===== config.mk =====
export PLATFORM = sky130hd
export DESIGN_NAME = fetch_unit
export DESIGN_NICKNAME = d
export VERILOG_FILES = /design/src/rtl/fetch_unit_pkg.sv /design/src/rtl/fetch_unit_if_id_reg.sv /design/src/rtl/fetch_unit.sv
export SDC_FILE = /design/constraint.sdc
export NUM_CORES = 1
export LEC_CHECK = 0
export ABC_AREA = 1
export CAP_MARGIN = 20
export CORE_MARGIN = 4
export CORE_UTILIZATION = 40
export CTS_CLUSTER_DIAMETER = 30
export DETAILED_ROUTE_END_ITERATION = 10
export PLACE_DENSITY = 0.66
export SLEW_MARGIN = 20
export SYNTH_ARGS = -nofsm -noshare
export SYNTH_HDL_FRONTEND = slang
export SYNTH_SLANG_ARGS = --single-unit

===== constraint.sdc =====
create_clock -name clk -period 4.3 [get_ports clk]
set_input_delay 0.86 -clock clk [delete_from_list [all_inputs] [get_ports clk]]
set_output_delay 0.86 -clock clk [all_outputs]
set_load 0.005 [all_outputs]

===== src/rtl/fetch_unit_pkg.sv =====
// Purpose: shared constants for the IF stage (no-op encoding, fetch FSM states).
// Latency: n/a (constants only).
// Backpressure: n/a.
package fetch_unit_pkg;

  // Reserved opcode-15 encoding that the decoder treats as a no-op.
  localparam logic [15:0] INST_NOP = 16'hF01D;

  typedef enum logic [1:0] {
    S_IDLE = 2'd0,  // one cycle after reset before the first request
    S_REQ  = 2'd1,  // request to pc outstanding
    S_FULL = 2'd2,  // fetched word parked in the fetch buffer, no request
    S_DROP = 2'd3   // stale request outstanding, its response is discarded
  } fetch_state_t;

endpackage


===== src/rtl/fetch_unit_if_id_reg.sv =====
// Purpose: IF/ID pipeline register (IR, PC+1, valid) with load, squash-to-NOP and hold.
// Latency: 1 cycle from load to outputs.
// Backpressure: load=0 holds the register unchanged.
//
// Ports:
//   clk, reset_n       clock, async active-low reset
//   load               register is written this cycle
//   word_vld           a real fetched word is being consumed (else NOP is loaded)
//   squash             consumed word is replaced by NOP and marked invalid
//   word, pc_next      fetched instruction and its PC+1
//   ir, pc, valid      IF/ID contents
module fetch_unit_if_id_reg
  import fetch_unit_pkg::*;
#(
  parameter int WORD = 16
) (
  input  logic            clk,
  input  logic            reset_n,
  input  logic            load,
  input  logic            word_vld,
  input  logic            squash,
  input  logic [WORD-1:0] word,
  input  logic [WORD-1:0] pc_next,
  output logic [WORD-1:0] ir,
  output logic [WORD-1:0] pc,
  output logic            valid
);

  localparam logic [WORD-1:0] NOP = WORD'(INST_NOP);

  always_ff @(posedge clk or negedge reset_n) begin
    if (!reset_n) begin
      ir    <= NOP;
      pc    <= '0;
      valid <= 1'b0;
    end else if (load) begin
      if (word_vld) begin
        // A squashed word still records its PC+1 so the stream position is kept.
        ir    <= squash ? NOP : word;
        pc    <= pc_next;
        valid <= !squash;
      end else begin
        // Nothing to hand to ID: insert a bubble, leave pc_id as it was.
        ir    <= NOP;
        valid <= 1'b0;
      end
    end
  end

endmodule


===== src/rtl/fetch_unit.sv =====
// Purpose: IF stage - PC, single-outstanding imem handshake, 1-entry fetch buffer, IF/ID, retired count.
// Latency: 1-cycle memory gives one valid ir_id per cycle; an n-cycle memory adds n-1 bubbles.
// Backpressure: ir_write/pc_write low holds IF/ID and pc; an arriving word parks in the fetch buffer.
//
// Ports:
//   clk, reset_n                      clock, async active-low reset
//   i_readM, i_address                imem request (address stable while i_readM=1)
//   i_data, i_inputReady              imem response
//   pc_write, ir_write, flush_if      hazard unit controls
//   incr_num_inst                     ID instruction retires this cycle (if valid)
//   redirect_valid, redirect_target   taken branch/jump
//   ir_id, pc_id, valid_id            IF/ID register
//   num_inst                          retired-instruction counter
module fetch_unit
  import fetch_unit_pkg::*;
#(
  parameter int              WORD     = 16,
  parameter logic [WORD-1:0] RESET_PC = '0
) (
  input  logic            clk,
  input  logic            reset_n,
  output logic            i_readM,
  output logic [WORD-1:0] i_address,
  input  logic [WORD-1:0] i_data,
  input  logic            i_inputReady,
  input  logic            pc_write,
  input  logic            ir_write,
  input  logic            flush_if,
  input  logic            incr_num_inst,
  input  logic            redirect_valid,
  input  logic [WORD-1:0] redirect_target,
  output logic [WORD-1:0] ir_id,
  output logic [WORD-1:0] pc_id,
  output logic            valid_id,
  output logic [WORD-1:0] num_inst
);

  fetch_state_t    state_q;
  logic [WORD-1:0] pc_q;
  logic [WORD-1:0] fbuf_q;
  logic            fbuf_valid_q;

  logic [WORD-1:0] pc_plus1;
  logic            avail;
  logic [WORD-1:0] avail_word;
  logic            consume;

  assign pc_plus1 = pc_q + 1'b1;

  // The buffered word is older than anything on the bus, so it wins.
  assign avail      = fbuf_valid_q || (state_q == S_REQ && i_inputReady);
  assign avail_word = fbuf_valid_q ? fbuf_q : i_data;
  assign consume    = ir_write && pc_write && avail && !redirect_valid;

  always_ff @(posedge clk or negedge reset_n) begin
    if (!reset_n) begin
      state_q      <= S_IDLE;
      pc_q         <= RESET_PC;
      fbuf_q       <= '0;
      fbuf_valid_q <= 1'b0;
      i_readM      <= 1'b0;
      i_address    <= '0;
      num_inst     <= '0;
    end else begin
      if (incr_num_inst && valid_id) begin
        num_inst <= num_inst + 1'b1;
      end

      if (redirect_valid) begin
        pc_q         <= redirect_target;
        fbuf_valid_q <= 1'b0;
        // A request still waiting on memory cannot change address; let it
        // finish in S_DROP (this also covers a second redirect while dropping).
        if ((state_q == S_REQ || state_q == S_DROP) && !i_inputReady) begin
          state_q <= S_DROP;
        end else begin
          state_q   <= S_REQ;
          i_readM   <= 1'b1;
          i_address <= redirect_target;
        end
      end else begin
        case (state_q)
          S_IDLE: begin
            state_q   <= S_REQ;
            i_readM   <= 1'b1;
            i_address <= pc_q;
          end
          S_REQ: begin
            if (i_inputReady) begin
              if (consume) begin
                // Word went straight to IF/ID: issue the next request back-to-back.
                pc_q      <= pc_plus1;
                i_address <= pc_plus1;
              end else begin
                fbuf_q       <= i_data;
                fbuf_valid_q <= 1'b1;
                state_q      <= S_FULL;
                i_readM      <= 1'b0;
              end
            end
          end
          S_FULL: begin
            if (consume) begin
              fbuf_valid_q <= 1'b0;
              pc_q         <= pc_plus1;
              state_q      <= S_REQ;
              i_readM      <= 1'b1;
              i_address    <= pc_plus1;
            end
          end
          S_DROP: begin
            if (i_inputReady) begin
              state_q   <= S_REQ;
              i_address <= pc_q;
            end
          end
        endcase
      end
    end
  end

  fetch_unit_if_id_reg #(.WORD(WORD)) u_if_id (
    .clk      (clk),
    .reset_n  (reset_n),
    .load     (ir_write || redirect_valid),
    .word_vld (consume),
    .squash   (flush_if),
    .word     (avail_word),
    .pc_next  (pc_plus1),
    .ir       (ir_id),
    .pc       (pc_id),
    .valid    (valid_id)
  );

endmodule

==> impl_metrics.yaml, run 1 <==
outcome:
  outcome: "complete, no violations"
floorplanning:
  die_height_um: 121
  die_w_um: 121
  core_um2: 12600
  ios: 106
  die-area_um2: 14700
  rows: 41
  initial_utilization_pct: 40.7
worst_setup_path:
  critPathCaptureType: "register"
  path_class: "input port to register"
  startpoint_type: "input port"
  worstPathArrival_ns: 3.27
  cp.required_ns: 4.55
  r2r_setup_slack_ns: 1.32
  cp_max_fo: 25
drt:
  wl_per_cell_um: 13.9
  drtPass1Iterations: 5
  postRouteAntennaNets: 0
  wl_mm: 12.9
  via_per_inst: 4.92
  drtIter0Drc: 337
  post-route-drc-count: 0
  vias: 4564
grt:
  grt_max_degree: 73
  grt_pass1_vias: 4524
  grt_pass1_wl_mm: 21.8
  overflow: 0
  grt_antenna_before_repair: 0
  grt_usage_pct: 18.1
yosys:
  synthesis.area_um2: 5140
  ys_ff_latch: 101
  syn-num-nets: 703
  postSynthCellCount: 657
  synth.yosys.seq_area_share_pct: 49.4
  synth_cell_types: 37
  synth.avg_cell_area_um2: 7.82
  netlist.area_leader.share_pct: 45.3
  synth_area_leaders: "dfrtp_1 45%, nand2_1 15%, o21ai_0 6.5%"
  ys_warn_count: 0
  synth.largest_area_cell: "dfrtp_1"
placement:
  place.gp.congestion: 0.867
  place_ws_ns: 0.951
  portBuffers: 105
  dp_hpwl_mm: 9.30
final_layout:
  diodes: 0
  syn_to_final_growth_pct: 28.2
  final_common_cell: "nand2_1"
  fin_nets: 796
  regArea_um2: 2540
  drive_above_1_share_pct: 5.56
  fillCellCount: 1271
  multiInputGateArea_um2: 2210
  layout_common_cells: "199 x nand2_1, 104 x clkdlybuf4s50_1, 93 x dfrtp_1, 67 x nor2_1, 67 x o21ai_0"
clock_network:
  clkTransAtPathRegs_ns: 0.07
  cts_max_level: 3
  cts_tree: "yes"
  post-cts-setup-buffers: 0
  cts_buffers: 9
  clk_latency_ns: 0.34
  clock-sinks: 101
  clockRootBuffer: "clkbuf_16"
  cts_hold_buf: 0
  cts_buffer_depth: 2
  post_cts_resize_count: 0
timing:
  setup_viol: 0
  relSlewSlack_pct: 39.5
  drv_slew: 0
  period_needed_ns: 3.02
  fin_tns_setup_ns: 0
  rsz0062_at_grt: "false"
  worstMarginPinSlew_ns: 0.907
  skew_ns: 0.00706
  fmax_mhz: 331
  period_share_pct: 70.3
  whs_ns: 0.470
  fin_ws_ns: 1.28
  final_hold_viol_count: 0
power_and_ir_drop:
  leakage_nw: 3.13
  power.density_nw_per_um2: 600
  ir_worst_vdd_v: 0.000266
worst_hold_path:
  min_path_type: "register to register"
job:
  max-cap-violations: 0
## cells in the mapped netlist (all sizes together)
cell	count
o21ai	69
nand2	201
o21bai	2
a21boi	1
buf	18
ha	6
dfrtp	93
clkinv	1
a21oi	31
nand3b	1
nor2	70
a22oi	5
nor3	3
dfstp	8
clkbuf	8
mux2	1
xor2	13
nand3	29
o211ai	1
a31oi	14
inv	65
nand4	10
xnor2	5
o21a	2
## where the power goes
| part | switching (mW) | leakage (nW) | internal (mW) | total (mW) |
|---|---|---|---|---|
| Combinational | 0.891 | 1.75 | 0.700 | 1.59 |
| Sequential | 0.259 | 1.24 | 1.28 | 1.54 |
| Clock | 0.352 | 0.142 | 0.469 | 0.821 |
| Total | 1.50 | 3.13 | 2.45 | 3.95 |
## cell type report
type,instances,share of cell area [%]
timing repair buffer,108,16.3
sequential,101,38.5
clock buffer,11,3.68
tap,172,3.27
multi-input combinational,464,33.6
clock inverter,5,0.893
inverter,66,3.80
## cells by family (layout without fill, tap and decap cells)
| logic type | count (synthesis) | after routing | synth area share [%] |
|---|---|---|---|
| AND/OR/NAND/NOR | 314 | 314 | 24.9 |
| adder cells (fa/ha/maj) | 6 | 6 | 1.46 |
| buffers and inverters | 92 | 190 | 7.57 |
| flip-flops | 101 | 101 | 49.4 |
| AO/OA/AOI/OAI | 125 | 125 | 13.4 |
| multiplexers | 1 | 1 | 0.219 |
| XOR/XNOR | 18 | 18 | 3.07 |
## path summary, 6_finish.rpt
kind | start | endpoint | cells after the start
worst max-delay path | i_inputReady | u_if_id.ir[11] | 9
worst min-delay path | i_readM | i_readM | 2
worst max register to register | state_q[0] | i_address[11] | 6
worst min register to register | i_readM | i_readM | 2
max in group asynchronous | reset_n | fbuf_q[13] | 2
min in group asynchronous | reset_n | u_if_id.ir[8] | 1
## critical path, cell delays in order
cell and delay [ns]:
clkdlybuf4s50_1 0.53, nand2_1 0.25, nand2_1 0.16, nand3_2 0.14
nor2_2 0.42, inv_2 0.32, nor2_4 0.28, inv_2 0.12
o21ai_0 0.19
## sequential cells by signal (all words and copies together) (netlist names)
name and flops:
state_q 2, i_address 16, num_inst 16, fbuf_q 16
i_readM 1, pc_q 16, u_if_id.valid 1, fbuf_valid_q 1
u_if_id.pc 16, u_if_id.ir 16
## metal layers
| metal | global-route usage, % | share of wire [%] |
|---|---|---|
| met3 | 2.70 | 5.3 |
| met2 | 29.3 | 45 |
| met1 | 24.9 | 48 |
| met4 | 5.88 | 1.7 |
| met5 | 0 | 0 |
## stage by stage
stage / utilization (%) / total power, mW / instances / cell area, um2
5_1_grt: 52.2 / 4.27 / 927 / 6590
3_3_place_gp: 49.8 / 3.11 / 911 / 6290
3_5_place_dp: 49.8 / 3.15 / 911 / 6290
2_1_floorplan: - / 2.48 / 657 / 5140
6_report: 52.2 / 3.95 / 927 / 6590
4_1_cts: 52.2 / 3.99 / 927 / 6590
No activity file was read; power rests on OpenSTA's default activity.
==> inputs of run 2 (changes only) <==
- PLACE_DENSITY: 0.66 -> 0.68
- clock period: 4.3 -> 2.59 ns (I/O delays scaled with it)
==> impl_metrics.yaml, run 2 (same netlist as run 1, synthesis figures left out) <==
floorplanning:
  die_height_um: 121
  initial_utilization_pct: 40.7
  die-area_um2: 14700
  rows: 41
  ios: 106
  die_w_um: 121
  core_um2: 12600
timing:
  skew_ns: 0.00743
  drv_slew: 0
  fin_tns_setup_ns: 0
  fmax_mhz: 457
  final_hold_viol_count: 0
  period_share_pct: 84.4
  worstMarginPinSlew_ns: 0.688
  whs_ns: 0.187
  setup_viol: 0
  rsz0062_at_grt: "false"
  relSlewSlack_pct: 54.1
  period_needed_ns: 2.19
worst_setup_path:
  critPathCaptureType: "register"
  crit_family: "simple AND/OR/NAND/NOR gates"
  cp_max_fo: 22
  cp_slowest_cell: "dfrtp_1"
  cp_slowest_stage_delay_ns: 0.41
  startpoint_type: "register"
  worstPathArrival_ns: 2.45
  critical_path_buf_inv_count: 2
  path_class: "register to register"
  worstPathCellList: "inv_1, ha_1, nand2_1, nand2_1, nand3_2, nand2_2, nand2_2, inv_2, nor2_1, a31oi_1"
  cp.required_ns: 2.86
grt:
  grt_max_degree: 48
  grt_antenna_before_repair: 0
  grt_pass1_wl_mm: 22.0
  grt_pass1_vias: 4509
  overflow: 0
  grt_usage_pct: 18.6
final_layout:
  finalNonFillerCells: 935
  fillCellCount: 1204
  syn_to_final_growth_pct: 30.0
  final_common_cell: "nand2_1"
  drive_above_1_share_pct: 6.55
  layout_common_cells: "199 x nand2_1, 104 x clkdlybuf4s50_1, 93 x dfrtp_1, 67 x nor2_1, 67 x o21ai_0"
  diodes: 0
  fin_nets: 804
  fin_util_pct: 53.0
drt:
  met3_length_um: 689
  via_per_inst: 4.99
  wl_per_cell_um: 14.0
  post-route-drc-count: 0
  dr_wl_met2_mm: 6.03
  postRouteAntennaNets: 0
  top_layer: "met4"
  drtIter0Drc: 294
  vias: 4667
  wl_mm: 13.1
  drtPass1Iterations: 5
  wl_met1_mm: 6.12
job:
  max-cap-violations: 0
power_and_ir_drop:
  p_int_mw: 4.21
  p_clk_share_pct: 21.3
  ir_worst_vdd_v: 0.000450
  p_comb_share_pct: 41.0
  p_seq_share_pct: 37.8
  p_sw_mw: 2.50
  switching_share_pct: 37.3
  power.density_nw_per_um2: 1000
  leakage_nw: 3.19
placement:
  dp_hpwl_mm: 9.67
  placed_cells: 919
  place.gp.congestion: 0.871
  portBuffers: 105
clock_network:
  clk_latency_ns: 0.34
  cts_tree: "yes"
  cts_hold_buf: 0
  post_cts_resize_count: 0
  clockRootBuffer: "clkbuf_16"
  cts_buffers: 9
  clkTransAtPathRegs_ns: 0.07
  clock-sinks: 101
  cts_max_level: 3
  post-cts-setup-buffers: 0
  cts_buffer_depth: 2
outcome:
  outcome: "complete, no violations"
worst_hold_path:
  min_path_type: "input port to async pin"
-- run 2: power groups by stage --
stage                     Sequential (mW)  Clock (mW)  Combinational, mW
after CTS                            2.53        1.46               2.78
after detailed placement             2.55           0               2.77
after global routing                 2.60        1.54               3.12
final                                2.53        1.43               2.75
after floorplan                      2.46           0               1.65
after global placement               2.53           0               2.69
-- run 2: path summary, 6_finish.rpt --
path                                 endpoint  cells past startpoint  slack, ns        from
max in group asynchronous        num_inst[15]                      2       1.76     reset_n
worst min register to register        i_readM                      2       0.47     i_readM
worst max-delay path                  pc_q[8]                     10       0.40  state_q[1]
worst max register to register        pc_q[8]                     10       0.40  state_q[1]
worst min-delay path            u_if_id.ir[9]                      1       0.19     reset_n
min in group clk                      i_readM                      2       0.47     i_readM
-- run 2: worst reg2reg max path: stages, from the launching register on --
cell	delay, ns
dfrtp_1	0.41
inv_1	0.09
ha_1	0.26
nand2_1	0.11
nand2_1	0.08
nand3_2	0.14
nand2_2	0.25
nand2_2	0.22
inv_2	0.32
nor2_1	0.08
a31oi_1	0.15
-- run 2: final cells by class --
cell class / instances / area (um2) / share of cell area, %
Sequential cell: 101 / 2540 / 38.0
Timing Repair Buffer: 116 / 1140 / 17.1
Clock inverter: 2 / 38.8 / 0.580
Multi-Input combinational cell: 464 / 2210 / 33.1
Tap cell: 172 / 215 / 3.22
Clock buffer: 14 / 284 / 4.25
Inverter: 66 / 250 / 3.74
-- run 2: layer usage --
metal / up-vias / global-route usage, %
met4: 0 / 7.35
met5: - / 0
met2: 145 / 29.2
met3: 19 / 2.75
li1: 2302 / -
met1: 2201 / 25.9
-- run 2: per-stage QoR --
step | power (mW) | worst slack, ns | cell area (um2)
final | 6.71 | 0.403 | 6680
after global routing | 7.26 | 0.163 | 6680
after CTS | 6.77 | 0.383 | 6680
after detailed placement | 5.31 | 0.110 | 6360
after global placement | 5.23 | 0.245 | 6360
after floorplan | 4.12 | 0.869 | 5140
==> inputs of run 3 (changes only) <==
- PLACE_DENSITY: 0.68 -> 0.66
- clock period: 2.59 -> 2.1 ns (I/O delays scaled with it)
==> impl_metrics.yaml, run 3 (same netlist as run 1, synthesis figures left out) <==
placement:
  place.gp.congestion: 0.904
  portBuffers: 105
  dp_hpwl_mm: 9.66
  postPlaceCellArea_um2: 6450
worst_setup_path:
  worstPathArrival_ns: 2.13
  crit_end: "pc_q[10]"
  startpoint: "state_q[1]"
  cp.required_ns: 2.37
  rr_worst_depth: 10
  r2r_setup_slack_ns: 0.24
  path_class: "register to register"
  critPathCaptureType: "register"
  r2r_end: "pc_q[10]"
  regToRegStartpoint: "state_q[1]"
  startpoint_type: "register"
  cp_max_fo: 22
job:
  max-cap-violations: 0
grt:
  grt_pass1_wl_mm: 21.7
  overflow: 0
  grt_antenna_before_repair: 0
  grt_pass1_vias: 4432
  grt_max_degree: 39
  grt_usage_pct: 18.5
clock_network:
  cts_buffers: 9
  clk_latency_ns: 0.35
  clock-sinks: 101
  cts_buffer_depth: 2
  clkTransAtPathRegs_ns: 0.07
  cts_hold_buf: 0
  clockRootBuffer: "clkbuf_16"
  cts_tree: "yes"
  cts_max_level: 3
timing:
  fin_tns_setup_ns: 0
  skew_ns: 0.00764
  rsz0062_at_grt: "false"
  relSlewSlack_pct: 50.3
  setup_viol: 0
  period_needed_ns: 1.86
  worstMarginPinSlew_ns: 0.743
  fmax_mhz: 538
  drv_slew: 0
  final_hold_viol_count: 0
  period_share_pct: 88.6
power_and_ir_drop:
  p_sw_mw: 3.12
  p_comb_share_pct: 41.9
  leakage_nw: 3.24
  ir_worst_vdd_v: 0.000546
  totalPowerFinal_mw: 8.29
  p_seq_share_pct: 37.4
  p_clk_share_pct: 20.7
  p_int_mw: 5.17
  switching_share_pct: 37.6
  power.density_nw_per_um2: 1220
final_layout:
  diodes: 0
  multiInputGateArea_um2: 2230
  fin_nets: 816
  drive_above_1_share_pct: 8.00
  syn_to_final_growth_pct: 31.9
  regArea_um2: 2540
  fillCellCount: 1213
  layout_common_cells: "199 x nand2_1, 104 x clkdlybuf4s50_1, 93 x dfrtp_1, 67 x o21ai_0, 66 x nor2_1"
  final_area_um2: 6780
  final_common_cell: "nand2_1"
drt:
  post-route-drc-count: 0
  via_per_inst: 4.86
  postRouteAntennaNets: 0
  vias: 4603
  wl_mm: 13.3
  wl_per_cell_um: 14.1
  drtPass1Iterations: 4
  drtIter0Drc: 280
floorplanning:
  ios: 106
  die_height_um: 121
  initial_utilization_pct: 40.7
  die-area_um2: 14700
  die_w_um: 121
  core_um2: 12600
  rows: 41
outcome:
  outcome: "complete, no violations"
worst_hold_path:
  min_path_type: "input port to async pin"
-- run 3: cell types whose count changed in the layout (fill, tap and decap cells not counted), sizes merged --
cell / previous run / this run
buf: 12 / 23
clkbuf: 14 / 13
clkinv: 2 / 3
nor2: 70 / 71
-- run 3: worst min-delay path by stage --
stage	slack, ns	endpoint	startpoint
final	0.04	fbuf_q[1]	reset_n
after global routing	0.07	fbuf_q[1]	reset_n
after floorplan	0.12	fbuf_q[0]	reset_n
after detailed placement	0.43	fbuf_q[1]	reset_n
after global placement	0.42	fbuf_q[1]	reset_n
after CTS	0.05	fbuf_q[1]	reset_n
-- run 3: cell type report --
cell class                 count  area share (%)
clock buffer                  13            3.84
multi-input combinational    465            33.0
timing repair buffer         127            18.3
clock inverter                 3           0.646
tap                          172            3.17
sequential                   101            37.4
inverter                      66            3.69
-- run 3: timing repair --
action | CTS | global route
endpoints found under the setup margin | 0 | 24
buffers inserted | 0 | 1
resized for setup | 0 | 3
-- run 3: per-layer routing --
metal	vias to the layer above	GRT usage, %	share of wire (%)
met4	0	8.12	2.2
met3	16	3.54	5.0
li1	2335	-	-
met1	2130	24.7	46
met2	122	29.3	47
met5	-	0	0
-- run 3: critical path: stages, from the launching register on --
cell and delay (ns):
dfrtp_1 0.41, inv_1 0.09, ha_1 0.25, nand2_1 0.10, nand2_1 0.07, nand3_2 0.13
nand2_2 0.15, nand2_2 0.07, inv_2 0.27, nor2_1 0.07, a31oi_1 0.15
-- run 3: power by group through the flow --
stage	sequential [mW]	clock [mW]	combinational, mW
5_1_grt	3.19	1.82	3.93
6_report	3.10	1.71	3.48
4_1_cts	3.10	1.74	3.47
3_3_place_gp	3.11	0	3.37
3_5_place_dp	3.12	0	3.44
2_1_floorplan	3.04	0	2.04
-- run 3: stage by stage --
stage	worst slack, ns	hold WS [ns]	util [%]	std cells
final	0.240	0.0402	53.7	947
after floorplan	0.379	0.124	-	657
after global placement	0.0105	0.424	51.1	929
after detailed placement	-0.0446	0.425	51.1	929
after global routing	0.0678	0.0677	53.7	947
after CTS	0.0618	0.0499	53.5	945
